==> config.mk <==
export PLATFORM = sky130hd
export DESIGN_NAME = muldiv_scheduler
export DESIGN_NICKNAME = d
export VERILOG_FILES = /design/src/rtl/muldiv_scheduler.sv
export SDC_FILE = /design/constraint.sdc
export NUM_CORES = 1
export LEC_CHECK = 0
export CAP_MARGIN = 0
export CORE_ASPECT_RATIO = 0.6
export CORE_UTILIZATION = 45
export DETAILED_ROUTE_END_ITERATION = 16
export GPL_TIMING_DRIVEN = 0
export PLACE_DENSITY = 0.75
export SYNTH_ARGS = -nofsm -noshare
export SYNTH_HDL_FRONTEND = slang
export SYNTH_SLANG_ARGS = --single-unit
export TNS_END_PERCENT = 10
==> constraint.sdc <==
create_clock -name clk -period 7 [get_ports clk]
set_input_delay 0.7 -clock clk [delete_from_list [all_inputs] [get_ports clk]]
set_output_delay 0.7 -clock clk [all_outputs]
set_load 0.02 [all_outputs]
==> src/rtl/muldiv_scheduler.sv <==
// Iterative MULT/MULTU/DIV/DIVU sequencer owning HI/LO: shift-add multiply or restoring divide
// over WIDTH cycles, one sign-fix cycle, and a stall request for the hazard unit.
module muldiv_scheduler #(
  parameter int unsigned WIDTH = 32
) (
  input  logic             clk,
  input  logic             rst,
  input  logic             StartE,
  input  logic [1:0]       OpE,
  input  logic [WIDTH-1:0] SrcAE,
  input  logic [WIDTH-1:0] SrcBE,
  input  logic             MfhiD,
  input  logic             MfloD,
  input  logic             MulDivD,
  output logic             StallMD,
  output logic             Busy,
  output logic             Done,
  output logic [WIDTH-1:0] HiOut,
  output logic [WIDTH-1:0] LoOut
);

  localparam int unsigned CntW = (WIDTH > 1) ? $clog2(WIDTH) : 1;

  typedef enum logic [1:0] {StIdle, StRun, StFix} state_e;

  state_e             state_q, state_d;
  logic [CntW-1:0]    cnt_q, cnt_d;
  logic               is_div_q, is_div_d;
  logic [2*WIDTH-1:0] acc_q, acc_d;
  logic [WIDTH-1:0]   opnd_q, opnd_d;
  logic               neg_res_q, neg_res_d;
  logic               neg_rem_q, neg_rem_d;
  logic [WIDTH-1:0]   hi_q, hi_d;
  logic [WIDTH-1:0]   lo_q, lo_d;
  logic               done_q, done_d;

  logic               a_neg, b_neg;
  logic [WIDTH-1:0]   a_mag, b_mag;
  logic [WIDTH:0]     mul_sum;
  logic [2*WIDTH-1:0] mul_next;
  logic [WIDTH:0]     rem_sh, trial;
  logic [2*WIDTH-1:0] div_next;
  logic [2*WIDTH-1:0] prod_fix;
  logic [WIDTH-1:0]   quot_fix, rem_fix;

  always_comb begin
    a_neg = ~OpE[0] & SrcAE[WIDTH-1];
    b_neg = ~OpE[0] & SrcBE[WIDTH-1];
    a_mag = a_neg ? -SrcAE : SrcAE;
    b_mag = b_neg ? -SrcBE : SrcBE;
  end

  // Multiply: acc = {partial product, remaining multiplier bits}; the carry re-enters on shift.
  always_comb begin
    mul_sum  = {1'b0, acc_q[2*WIDTH-1:WIDTH]} + (acc_q[0] ? {1'b0, opnd_q} : '0);
    mul_next = {mul_sum, acc_q[WIDTH-1:1]};
  end

  // Divide: acc = {rem, quot}. rem_sh can exceed WIDTH bits, so compare at WIDTH+1 bits; with a
  // zero divisor every trial succeeds and rem simply collects the dividend bits.
  always_comb begin
    rem_sh = {acc_q[2*WIDTH-1:WIDTH], acc_q[WIDTH-1]};
    trial  = rem_sh - {1'b0, opnd_q};
    if (rem_sh >= {1'b0, opnd_q}) begin
      div_next = {trial[WIDTH-1:0], acc_q[WIDTH-2:0], 1'b1};
    end else begin
      div_next = {rem_sh[WIDTH-1:0], acc_q[WIDTH-2:0], 1'b0};
    end
  end

  always_comb begin
    prod_fix = neg_res_q ? -acc_q : acc_q;
    quot_fix = neg_res_q ? -acc_q[WIDTH-1:0] : acc_q[WIDTH-1:0];
    rem_fix  = neg_rem_q ? -acc_q[2*WIDTH-1:WIDTH] : acc_q[2*WIDTH-1:WIDTH];
  end

  always_comb begin
    state_d   = state_q;
    cnt_d     = cnt_q;
    is_div_d  = is_div_q;
    acc_d     = acc_q;
    opnd_d    = opnd_q;
    neg_res_d = neg_res_q;
    neg_rem_d = neg_rem_q;
    hi_d      = hi_q;
    lo_d      = lo_q;
    done_d    = 1'b0;
    unique case (state_q)
      StIdle: begin
        if (StartE) begin
          state_d   = StRun;
          cnt_d     = CntW'(WIDTH - 1);
          is_div_d  = OpE[1];
          neg_res_d = a_neg ^ b_neg;
          neg_rem_d = a_neg;
          if (OpE[1]) begin
            opnd_d = b_mag;
            acc_d  = {{WIDTH{1'b0}}, a_mag};
          end else begin
            opnd_d = a_mag;
            acc_d  = {{WIDTH{1'b0}}, b_mag};
          end
        end
      end
      StRun: begin
        acc_d = is_div_q ? div_next : mul_next;
        if (cnt_q == '0) begin
          state_d = StFix;
        end else begin
          cnt_d = cnt_q - CntW'(1);
        end
      end
      StFix: begin
        if (is_div_q) begin
          hi_d = rem_fix;
          lo_d = quot_fix;
        end else begin
          hi_d = prod_fix[2*WIDTH-1:WIDTH];
          lo_d = prod_fix[WIDTH-1:0];
        end
        done_d  = 1'b1;
        state_d = StIdle;
      end
      default: state_d = StIdle;
    endcase
  end

  always_ff @(posedge clk or posedge rst) begin
    if (rst) begin
      state_q   <= StIdle;
      cnt_q     <= '0;
      is_div_q  <= 1'b0;
      acc_q     <= '0;
      opnd_q    <= '0;
      neg_res_q <= 1'b0;
      neg_rem_q <= 1'b0;
      hi_q      <= '0;
      lo_q      <= '0;
      done_q    <= 1'b0;
    end else begin
      state_q   <= state_d;
      cnt_q     <= cnt_d;
      is_div_q  <= is_div_d;
      acc_q     <= acc_d;
      opnd_q    <= opnd_d;
      neg_res_q <= neg_res_d;
      neg_rem_q <= neg_rem_d;
      hi_q      <= hi_d;
      lo_q      <= lo_d;
      done_q    <= done_d;
    end
  end

  assign Busy    = (state_q != StIdle);
  assign Done    = done_q;
  assign HiOut   = hi_q;
  assign LoOut   = lo_q;
  assign StallMD = (MfhiD | MfloD | MulDivD) & (Busy | StartE);

endmodule

==> results.json, run 1 <==
{
  "setup_viol": 0,
  "synth-main-ff-cell": "dfrtp_1",
  "layout-drive-gt1-share_pct": 2.87,
  "antenna_cells": 0,
  "rsz0062_at_grt": "false",
  "rr_startpoint": "acc_q[35]",
  "cp-end-kind": "register",
  "hold_end": "LoOut[27]",
  "post_dp_cell_area_mm2": 0.0161,
  "cts_resized": 0,
  "routedWlPerCell_um": 22.4,
  "grt_max_degree": 129,
  "peakVddDrop_mv": 0.309,
  "tns_ns": 0,
  "pre_cts_slack_ns": 2.64,
  "dp_cells": 2362,
  "critPathMaxStageDelay_ns": 0.68,
  "grt_overflow": 0,
  "crit_buf_inv": 2,
  "ys_warn_count": 0,
  "hpwl_um": 43400,
  "die_w_um": 232,
  "cts_tree": "yes",
  "grt.total_usage_pct": 33.5,
  "final_cells": 2394,
  "ys_async_sr_fraction_pct": 100,
  "fin_area_mm2": 0.0168,
  "grt_pass1_wl_um": 81900,
  "cts_hold_buf": 0,
  "vias_per_cell": 6.23,
  "netlist_area_mm2": 0.0142,
  "r2r-end": "acc_q[50]",
  "numPortBuffers": 137,
  "grt_pass1_vias": 13700,
  "antenna_found_initial": 1,
  "cts_setup_buffers": 0,
  "gp_congestion": 1.00,
  "rows": 49,
  "path_clk_slew_ns": 0.07,
  "clock_sinks": 171,
  "layout_common_cells": "200 x nand2_1, 187 x o21ai_0, 181 x nor2_1, 171 x dfrtp_1, 150 x a21oi_1",
  "relSlewSlack_pct": 15.8,
  "drv_cap": 0,
  "min_path_type": "register to register",
  "wl_um": 53600,
  "cts_buffers": 17,
  "area_growth_pct": 17.8,
  "avgSynthCellArea_um2": 7.83,
  "root_buffer": "clkbuf_16",
  "final_common_cell": "nand2_1",
  "worst_setup_path_start_kind": "register",
  "fmax_mhz": 213,
  "slew_violations": 0,
  "fp.dieArea_mm2": 0.0323,
  "synth_fp_nets": 1960,
  "path_cells": "ha_1 > a21o_1 > a31oi_1 > a211oi_1 > o21ai_0 > a311oi_1 > a21oi_1 > clkbuf_1 > buf_1 > a21oi_1 > o21ai_0",
  "num_vias": 14900,
  "worst_slew_pin_slew_ns": 1.26,
  "path_max_fanout": 10,
  "powerDensity_mw_per_mm2": 530,
  "clockBufferDepth": 2,
  "status": "finished, final reports clean",
  "syn_inst": 1816,
  "fin_ws_ns": 2.30,
  "ys_seq_area_share_pct": 30.1,
  "skew_ns": 0.00573,
  "clk_latency_ns": 0.45,
  "drt_iter0_markers": 1890,
  "required_ns": 7.35,
  "core-area_mm2": 0.0305,
  "fin_crit_sh_pct": 67.2,
  "nFillCells": 2866,
  "critPathKind": "register to register",
  "rr_worst_depth": 11,
  "p_total_mw": 8.88,
  "worstPathArrival_ns": 5.05,
  "die_h_um": 140,
  "antenna_left": 0,
  "ys_seq_elements": 171,
  "worstHoldStart": "LoOut[27]",
  "final_nets": 2117,
  "worstHoldPathCells": 2,
  "crit_family": "compound AO/OA/AOI/OAI gates",
  "ios": 139,
  "critPathSlowestCell": "a21oi_1",
  "cts_max_level": 4,
  "drcViolationCount": 0,
  "reg2reg_slack_ns": 2.30,
  "start_util_pct": 46.6,
  "finalHoldViolations": 0,
  "synth_edf_count": 0,
  "drt-pass1-iter-count": 7,
  "synth_cell_types": 68,
  "leakage_nw": 6.90,
  "min_period_ns": 4.70
}
## worst reg2reg max path: cells and delay by family, from the launching register on
family / cells / cell delay (ns)
compound gates: 8 / 2.46
buf+inv: 2 / 1.20
flops: 1 / 0.52
fa+ha+maj: 1 / 0.43
## Yosys cell counts, types with 5 or more instances
cell      instances  area share, %
o41ai_1          15           0.92
xor2_1          103            6.3
or4_1            16           0.84
clkbuf_1        108            2.9
nor2_1          181            4.8
a21o_1           25            1.3
nand2_1         200            5.3
o211ai_1          6           0.32
inv_1            69            1.8
o21ai_0         187            6.6
a22oi_1          17           0.90
or3_1            21           0.92
a311oi_1          5           0.31
nand4_1          18           0.79
a211oi_1         52            2.7
and2_1            6           0.26
o221ai_1         10           0.62
ha_1             70            6.2
a311o_1           5           0.35
nor2b_1          14           0.62
and3_1            9           0.40
nor3b_1           5           0.26
dfrtp_1         171             30
o31ai_1          25            1.3
o21bai_1         11           0.58
nor3_1           26           0.91
a31oi_1          25            1.1
mux2i_1          52            3.7
o21a_1           13           0.69
nand3_1          24           0.84
a21oi_1         150            5.3
or2_2             5           0.22
nand2b_1         15           0.66
buf_1             8           0.21
nor4_1           19           0.84
xnor2_1          71            4.4
## cells by family (layout without fill, tap and decap cells)
family,after synthesis,in the layout,share of synthesized area (%)
compound gates,586,586,25.5
buf+inv,187,357,4.95
fa+ha+maj,72,72,6.44
xor+xnor,174,174,10.7
mux,53,53,3.74
simple gates,573,573,18.6
flops,171,171,30.1
## power by group
group | total, mW | internal (mW) | leakage (nW) | switching, mW
Sequential | 1.86 | 1.31 | 2.03 | 0.551
Combinational | 6.00 | 2.18 | 4.56 | 3.82
Clock | 1.01 | 0.568 | 0.305 | 0.446
## layout make-up
class	count	area [µm²]	area share, %
Multi-Input combinational cell	1458	9240	55.1
Sequential cell	171	4280	25.5
Timing Repair Buffer	138	1400	8.35
Tap cell	408	510	3.05
Clock buffer	21	470	2.81
Buffer	118	445	2.66
Inverter	69	267	1.59
Clock inverter	11	146	0.874
## metrics by stage
stage          util [%]  hold slack (ns)
2_1_floorplan         -            0.449
3_3_place_gp       52.7            0.461
3_5_place_dp       52.9            0.470
4_1_cts            54.9            0.485
5_1_grt            54.9            0.503
6_report           54.9            0.481
## sequential cells by signal, summed over array words and instances (netlist names)
signal / count
Done: 1
acc_q: 64
neg_res_q: 1
cnt_q: 5
is_div_q: 1
HiOut: 32
neg_rem_q: 1
opnd_q: 32
LoOut: 32
state_q: 2
## worst max-delay path by stage
stage,startpoint,endpoint,cells after the start
finish,acc_q[35],acc_q[50],11
floorplan,rst,Done,1
detailed placement,acc_q[35],acc_q[0],12
global route,acc_q[35],acc_q[0],12
global placement,rst,opnd_q[19],2
CTS,acc_q[35],acc_q[0],12
## layer usage
metal  up-vias  track usage, %  share of wire (%)
met3        53            11.8                 14
met5         -               0                  0
met2       883            43.1                 37
met4         0            5.54               0.97
li1       6846               -                  -
met1      7136            52.5                 47
(Power assumes the default switching activity.)
==> run 2: changes to the inputs <==
Settings changed: PLACE_DENSITY 0.75 to 0.78.
Clock period 7 ns to 3.8 ns, I/O delays scaled along.
==> results.json, run 2 (same netlist as run 1, synthesis figures left out) <==
{
  "status": "finished, final reports clean",
  "dp_cells": 2366,
  "finalHoldWorstSlack_ns": 0.328,
  "regArea_mm2": 0.00428,
  "p_comb_share_pct": 68.3,
  "post_dp_cell_area_mm2": 0.0162,
  "setup_viol": 0,
  "final_common_cell": "nand2_1",
  "fp.dieArea_mm2": 0.0323,
  "swShare_pct": 54.5,
  "ios": 139,
  "clockBufferDepth": 2,
  "grt_max_degree": 37,
  "drcViolationCount": 0,
  "vias_per_cell": 6.31,
  "multi_input_area_mm2": 0.00931,
  "drv_cap": 0,
  "root_buffer": "clkbuf_16",
  "p_int_mw": 7.42,
  "leakage_nw": 6.94,
  "path_max_fanout": 5,
  "antenna_found_initial": 1,
  "grt_overflow": 0,
  "seq_power_share_pct": 21.1,
  "cts_hold_buf": 0,
  "rsz0062_at_grt": "true",
  "crit_buf_inv": 2,
  "layout_common_cells": "200 x nand2_1, 184 x o21ai_0, 181 x nor2_1, 169 x dfrtp_1, 149 x a21oi_1",
  "peakVddDrop_mv": 0.634,
  "required_ns": 4.15,
  "layout-drive-gt1-share_pct": 4.12,
  "cts_tree": "yes",
  "routedWlPerCell_um": 22.1,
  "skew_ns": 0.0117,
  "antenna_left": 0,
  "min_path_type": "primary input to asynchronous set/reset pin",
  "relSlewSlack_pct": 28.2,
  "worst_slew_pin_slew_ns": 1.07,
  "grt_pass1_wl_um": 81200,
  "slew_violations": 0,
  "clkPwrFrac_pct": 10.6,
  "powerDensity_mw_per_mm2": 967,
  "start_util_pct": 46.6,
  "fmax_mhz": 265,
  "clock_sinks": 171,
  "num_vias": 15100,
  "core-area_mm2": 0.0305,
  "critPathKind": "register to register",
  "nFillCells": 2861,
  "rows": 49,
  "largest_register_ffs": 64,
  "crit_family": "compound AO/OA/AOI/OAI gates",
  "top_register": "acc_q",
  "wl_um": 53000,
  "final_cells": 2398,
  "cp-end-kind": "register",
  "die_w_um": 232,
  "cts_max_level": 4,
  "clk_latency_ns": 0.45,
  "path_cells": "inv_2 > ha_1 > inv_1 > fa_1 > a21o_1 > a221oi_2 > o21ai_0 > a21oi_1 > o21ai_0 > o21ai_0 > mux2i_1 > a21oi_1 > a221oi_1",
  "grt.total_usage_pct": 32.9,
  "cts_buffers": 17,
  "numPortBuffers": 137,
  "drt_iter0_markers": 1774,
  "p_switching_mw": 8.90,
  "worst_setup_path_start_kind": "register",
  "fin_area_mm2": 0.0169,
  "grt_pass1_vias": 13800,
  "antenna_cells": 0,
  "drt-pass1-iter-count": 9,
  "p_total_mw": 16.3,
  "path_clk_slew_ns": 0.07,
  "fin_crit_sh_pct": 99.3,
  "hpwl_um": 42800,
  "critPathMaxStageDelay_ns": 0.48,
  "timing.critical_path.mode_cell": "o21ai_0",
  "finalHoldViolations": 0,
  "critPathSlowestCell": "dfrtp_1",
  "die_h_um": 140,
  "gp_congestion": 1.02,
  "final_nets": 2121,
  "min_period_ns": 3.77,
  "worstPathArrival_ns": 4.12,
  "area_growth_pct": 18.7
}
-- run 2: cell types whose count changed in the layout (fill, tap and decap cells not counted), moves of 3 or more --
cell	before	now
inv_8	4	1
o21ai_0	187	184
clkbuf_2	0	3
buf_12	0	5
clkbuf_1	109	104
o21ai_1	3	6
-- run 2: area by class of cell --
type | count | share of cell area, %
plain buffers | 118 | 2.70
repair buffers | 142 | 8.72
flip-flops and latches | 171 | 25.4
clock buffers | 22 | 2.87
inverters | 69 | 1.56
multi-input cells | 1458 | 55.2
well taps | 408 | 3.03
clock inverters | 10 | 0.571
-- run 2: what timing repair did --
item	4_1_cts	5_1_grt
setup endpoints to repair	32	34
gates resized for setup	13	15
hold endpoints to repair	0	0
setup buffers	0	0
cloned	0	0
pin swaps	0	1
-- run 2: worst reg2reg max path, stage by stage, from the launching register on --
cell and delay, ns:
dfrtp_1 0.48, inv_2 0.17, ha_1 0.21, inv_1 0.07
fa_1 0.41, a21o_1 0.20, a221oi_2 0.33, o21ai_0 0.42
a21oi_1 0.39, o21ai_0 0.12, o21ai_0 0.21, mux2i_1 0.28
a21oi_1 0.13, a221oi_1 0.23
-- run 2: worst paths after layout --
path | to | slack, ns | depth (start not counted) | start
max in group asynchronous | LoOut[31] | 2.22 | 6 | rst
min | opnd_q[19] | 0.33 | 2 | rst
min in group clk | HiOut[18] | 0.48 | 2 | HiOut[18]
max | acc_q[60] | 0.03 | 13 | acc_q[31]
min reg2reg | HiOut[18] | 0.48 | 2 | HiOut[18]
max reg2reg | acc_q[60] | 0.03 | 13 | acc_q[31]
-- run 2: power groups by stage --
stage | Sequential (mW) | Clock, mW | Combinational, mW
finish | 3.44 | 1.73 | 11.2
global route | 3.48 | 1.81 | 12.1
CTS | 3.34 | 1.74 | 10.7
detailed placement | 3.37 | 0 | 10.6
global placement | 3.36 | 0 | 10.4
floorplan | 2.97 | 0 | 7.64
-- run 2: routing by layer --
layer | global-route usage (%) | part of all wire [%] | vias up
li1 | - | - | 6841
met3 | 13.1 | 15 | 79
met1 | 51.0 | 47 | 7259
met4 | 6.03 | 1.4 | 2
met2 | 41.7 | 37 | 962
met5 | 0 | 0.025 | -
-- run 2: through the flow --
| stage | utilization [%] | TNS, ns | setup WS, ns |
|---|---|---|---|
| after floorplan | - | 0 | 0.602 |
| after global placement | 52.8 | -35.50 | -0.448 |
| after detailed placement | 53.1 | -8.85 | -0.433 |
| after CTS | 55.1 | 0 | 0.00939 |
| after global routing | 55.3 | -0.105 | -0.0688 |
| final | 55.3 | 0 | 0.0281 |
==> run 3: changes to the inputs <==
--- a/config.mk
+++ b/config.mk
@@ -8,8 +8,9 @@
 export CAP_MARGIN = 0
 export CORE_ASPECT_RATIO = 0.6
+export CORE_MARGIN = 4
 export CORE_UTILIZATION = 45
 export DETAILED_ROUTE_END_ITERATION = 16
 export GPL_TIMING_DRIVEN = 0
-export PLACE_DENSITY = 0.78
+export PLACE_DENSITY_LB_ADDON = 0.25
 export SYNTH_ARGS = -nofsm -noshare
 export SYNTH_HDL_FRONTEND = slang
==> constraint.sdc (replaced) <==
create_clock -name clk -period 3.8 [get_ports clk]
set_input_delay 0.76 -clock clk [delete_from_list [all_inputs] [get_ports clk]]
set_output_delay 0.76 -clock clk [all_outputs]
set_load 0.02 [all_outputs]
==> results.json, run 3 (same netlist as run 1, synthesis figures left out) <==
{
  "fp.dieArea_mm2": 0.0346,
  "r2r-end": "acc_q[60]",
  "worstHoldPathCells": 2,
  "skew_ns": 0.0133,
  "die_w_um": 238,
  "peakVddDrop_mv": 0.541,
  "vias_per_cell": 6.06,
  "worstHoldStart": "HiOut[19]",
  "p_total_mw": 16.3,
  "gp_congestion": 1.00,
  "drt-pass1-iter-count": 8,
  "hpwl_um": 43700,
  "min_path_type": "register to register",
  "layout-drive-gt1-share_pct": 5.02,
  "grt_pass1_wl_um": 80800,
  "core-area_mm2": 0.0312,
  "fmax_mhz": 268,
  "top_register": "acc_q",
  "rsz0062_at_grt": "true",
  "antenna_cells": 0,
  "relSlewSlack_pct": 29.9,
  "worst_setup_path_start_kind": "register",
  "area_growth_pct": 19.4,
  "required_ns": 4.14,
  "grt_pass1_vias": 13500,
  "post_dp_cell_area_mm2": 0.0162,
  "final_cells": 2407,
  "wl_um": 53600,
  "start_util_pct": 45.7,
  "worst_slew_pin_slew_ns": 1.05,
  "clk_latency_ns": 0.46,
  "largest_register_ffs": 64,
  "fin_area_mm2": 0.0170,
  "finalHoldViolations": 0,
  "rows": 50,
  "die_h_um": 146,
  "dp_cells": 2374,
  "numPortBuffers": 137,
  "clockBufferDepth": 2,
  "critPathKind": "register to register",
  "reg2reg_slack_ns": 0.07,
  "fin_crit_sh_pct": 98.2,
  "path_max_fanout": 10,
  "cp-end-kind": "register",
  "num_vias": 14600,
  "nFillCells": 2990,
  "slew_violations": 0,
  "powerDensity_mw_per_mm2": 960,
  "grt_max_degree": 36,
  "root_buffer": "clkbuf_16",
  "drcViolationCount": 0,
  "path_clk_slew_ns": 0.08,
  "cts_buffers": 17,
  "clock_sinks": 171,
  "cts_tree": "yes",
  "antenna_found_initial": 0,
  "grt.total_usage_pct": 30.2,
  "grt_overflow": 0,
  "antenna_left": 0,
  "ios": 139,
  "status": "finished, final reports clean",
  "setup_viol": 0,
  "rr_startpoint": "acc_q[0]",
  "routedWlPerCell_um": 22.3,
  "rr_worst_depth": 11,
  "cts_max_level": 4,
  "drt_iter0_markers": 1692,
  "final_nets": 2122,
  "drv_cap": 0,
  "final_common_cell": "nand2_1",
  "layout_common_cells": "200 x nand2_1, 185 x o21ai_0, 181 x nor2_1, 170 x dfrtp_1, 148 x a21oi_1",
  "min_period_ns": 3.73,
  "leakage_nw": 6.97,
  "worstPathArrival_ns": 4.08,
  "hold_end": "HiOut[19]"
}
==> run 3: timing repair <==
action / 4_1_cts / 5_1_grt
endpoints found under the hold margin: 0 / 0
gates resized for setup: 14 / 33
pin swaps: 0 / 3
hold buffers: 0 / 0
buffers inserted: 0 / 2
setup endpoints to repair: 35 / 50
==> run 3: worst max path at each step <==
stage                  start          to  cells past startpoint  slack (ns)
floorplan           acc_q[0]   acc_q[58]                     12        0.60
global placement         rst   HiOut[18]                      2       -0.62
detailed placement  SrcBE[3]  opnd_q[28]                     10       -0.60
CTS                 acc_q[0]   acc_q[58]                     12     0.00006
global route        acc_q[0]   acc_q[60]                     11       -0.11
finish              acc_q[0]   acc_q[60]                     11        0.07
==> run 3: layout make-up <==
cell class | count | area [µm²] | area share [%]
well taps | 416 | 520 | 3.06
plain buffers | 117 | 455 | 2.68
repair buffers | 144 | 1490 | 8.80
clock buffers | 17 | 425 | 2.50
flip-flops and latches | 171 | 4280 | 25.2
multi-input cells | 1458 | 9390 | 55.3
inverters | 69 | 263 | 1.55
clock inverters | 15 | 154 | 0.906
==> run 3: power breakdown <==
group | total (mW) | switching, mW | internal [mW]
logic | 11.1 | 7.04 | 4.10
clock network | 1.74 | 0.866 | 0.870
registers | 3.43 | 1.01 | 2.42
==> run 3: metrics by stage <==
step	hold WS [ns]	utilization [%]	setup TNS (ns)	setup WS, ns
final	0.477	54.5	0	0.0694
after global routing	0.500	54.5	-0.191	-0.107
after CTS	0.486	54.1	0	0.0000560
after detailed placement	0.469	52.1	-13.04	-0.595
after global placement	0.463	51.7	-115.85	-0.624
after floorplan	0.449	-	0	0.602
==> run 3: routing by layer <==
metal	global-route usage (%)	vias up	wire [µm]
met4	5.48	0	707
li1	-	6856	-
met2	37.6	743	19600
met3	12.8	58	7550
met5	0	-	0
met1	47.7	6938	25700
==> run 3: worst max-delay path: stages (launching register included) <==
cell	delay, ns
dfrtp_1	0.49
inv_2	0.19
buf_2	0.28
nor2_1	0.08
ha_1	0.27
clkbuf_1	0.33
nand4_1	0.20
or3_1	0.45
o31ai_4	0.32
a32oi_1	0.23
or3b_2	0.47
a221oi_1	0.29
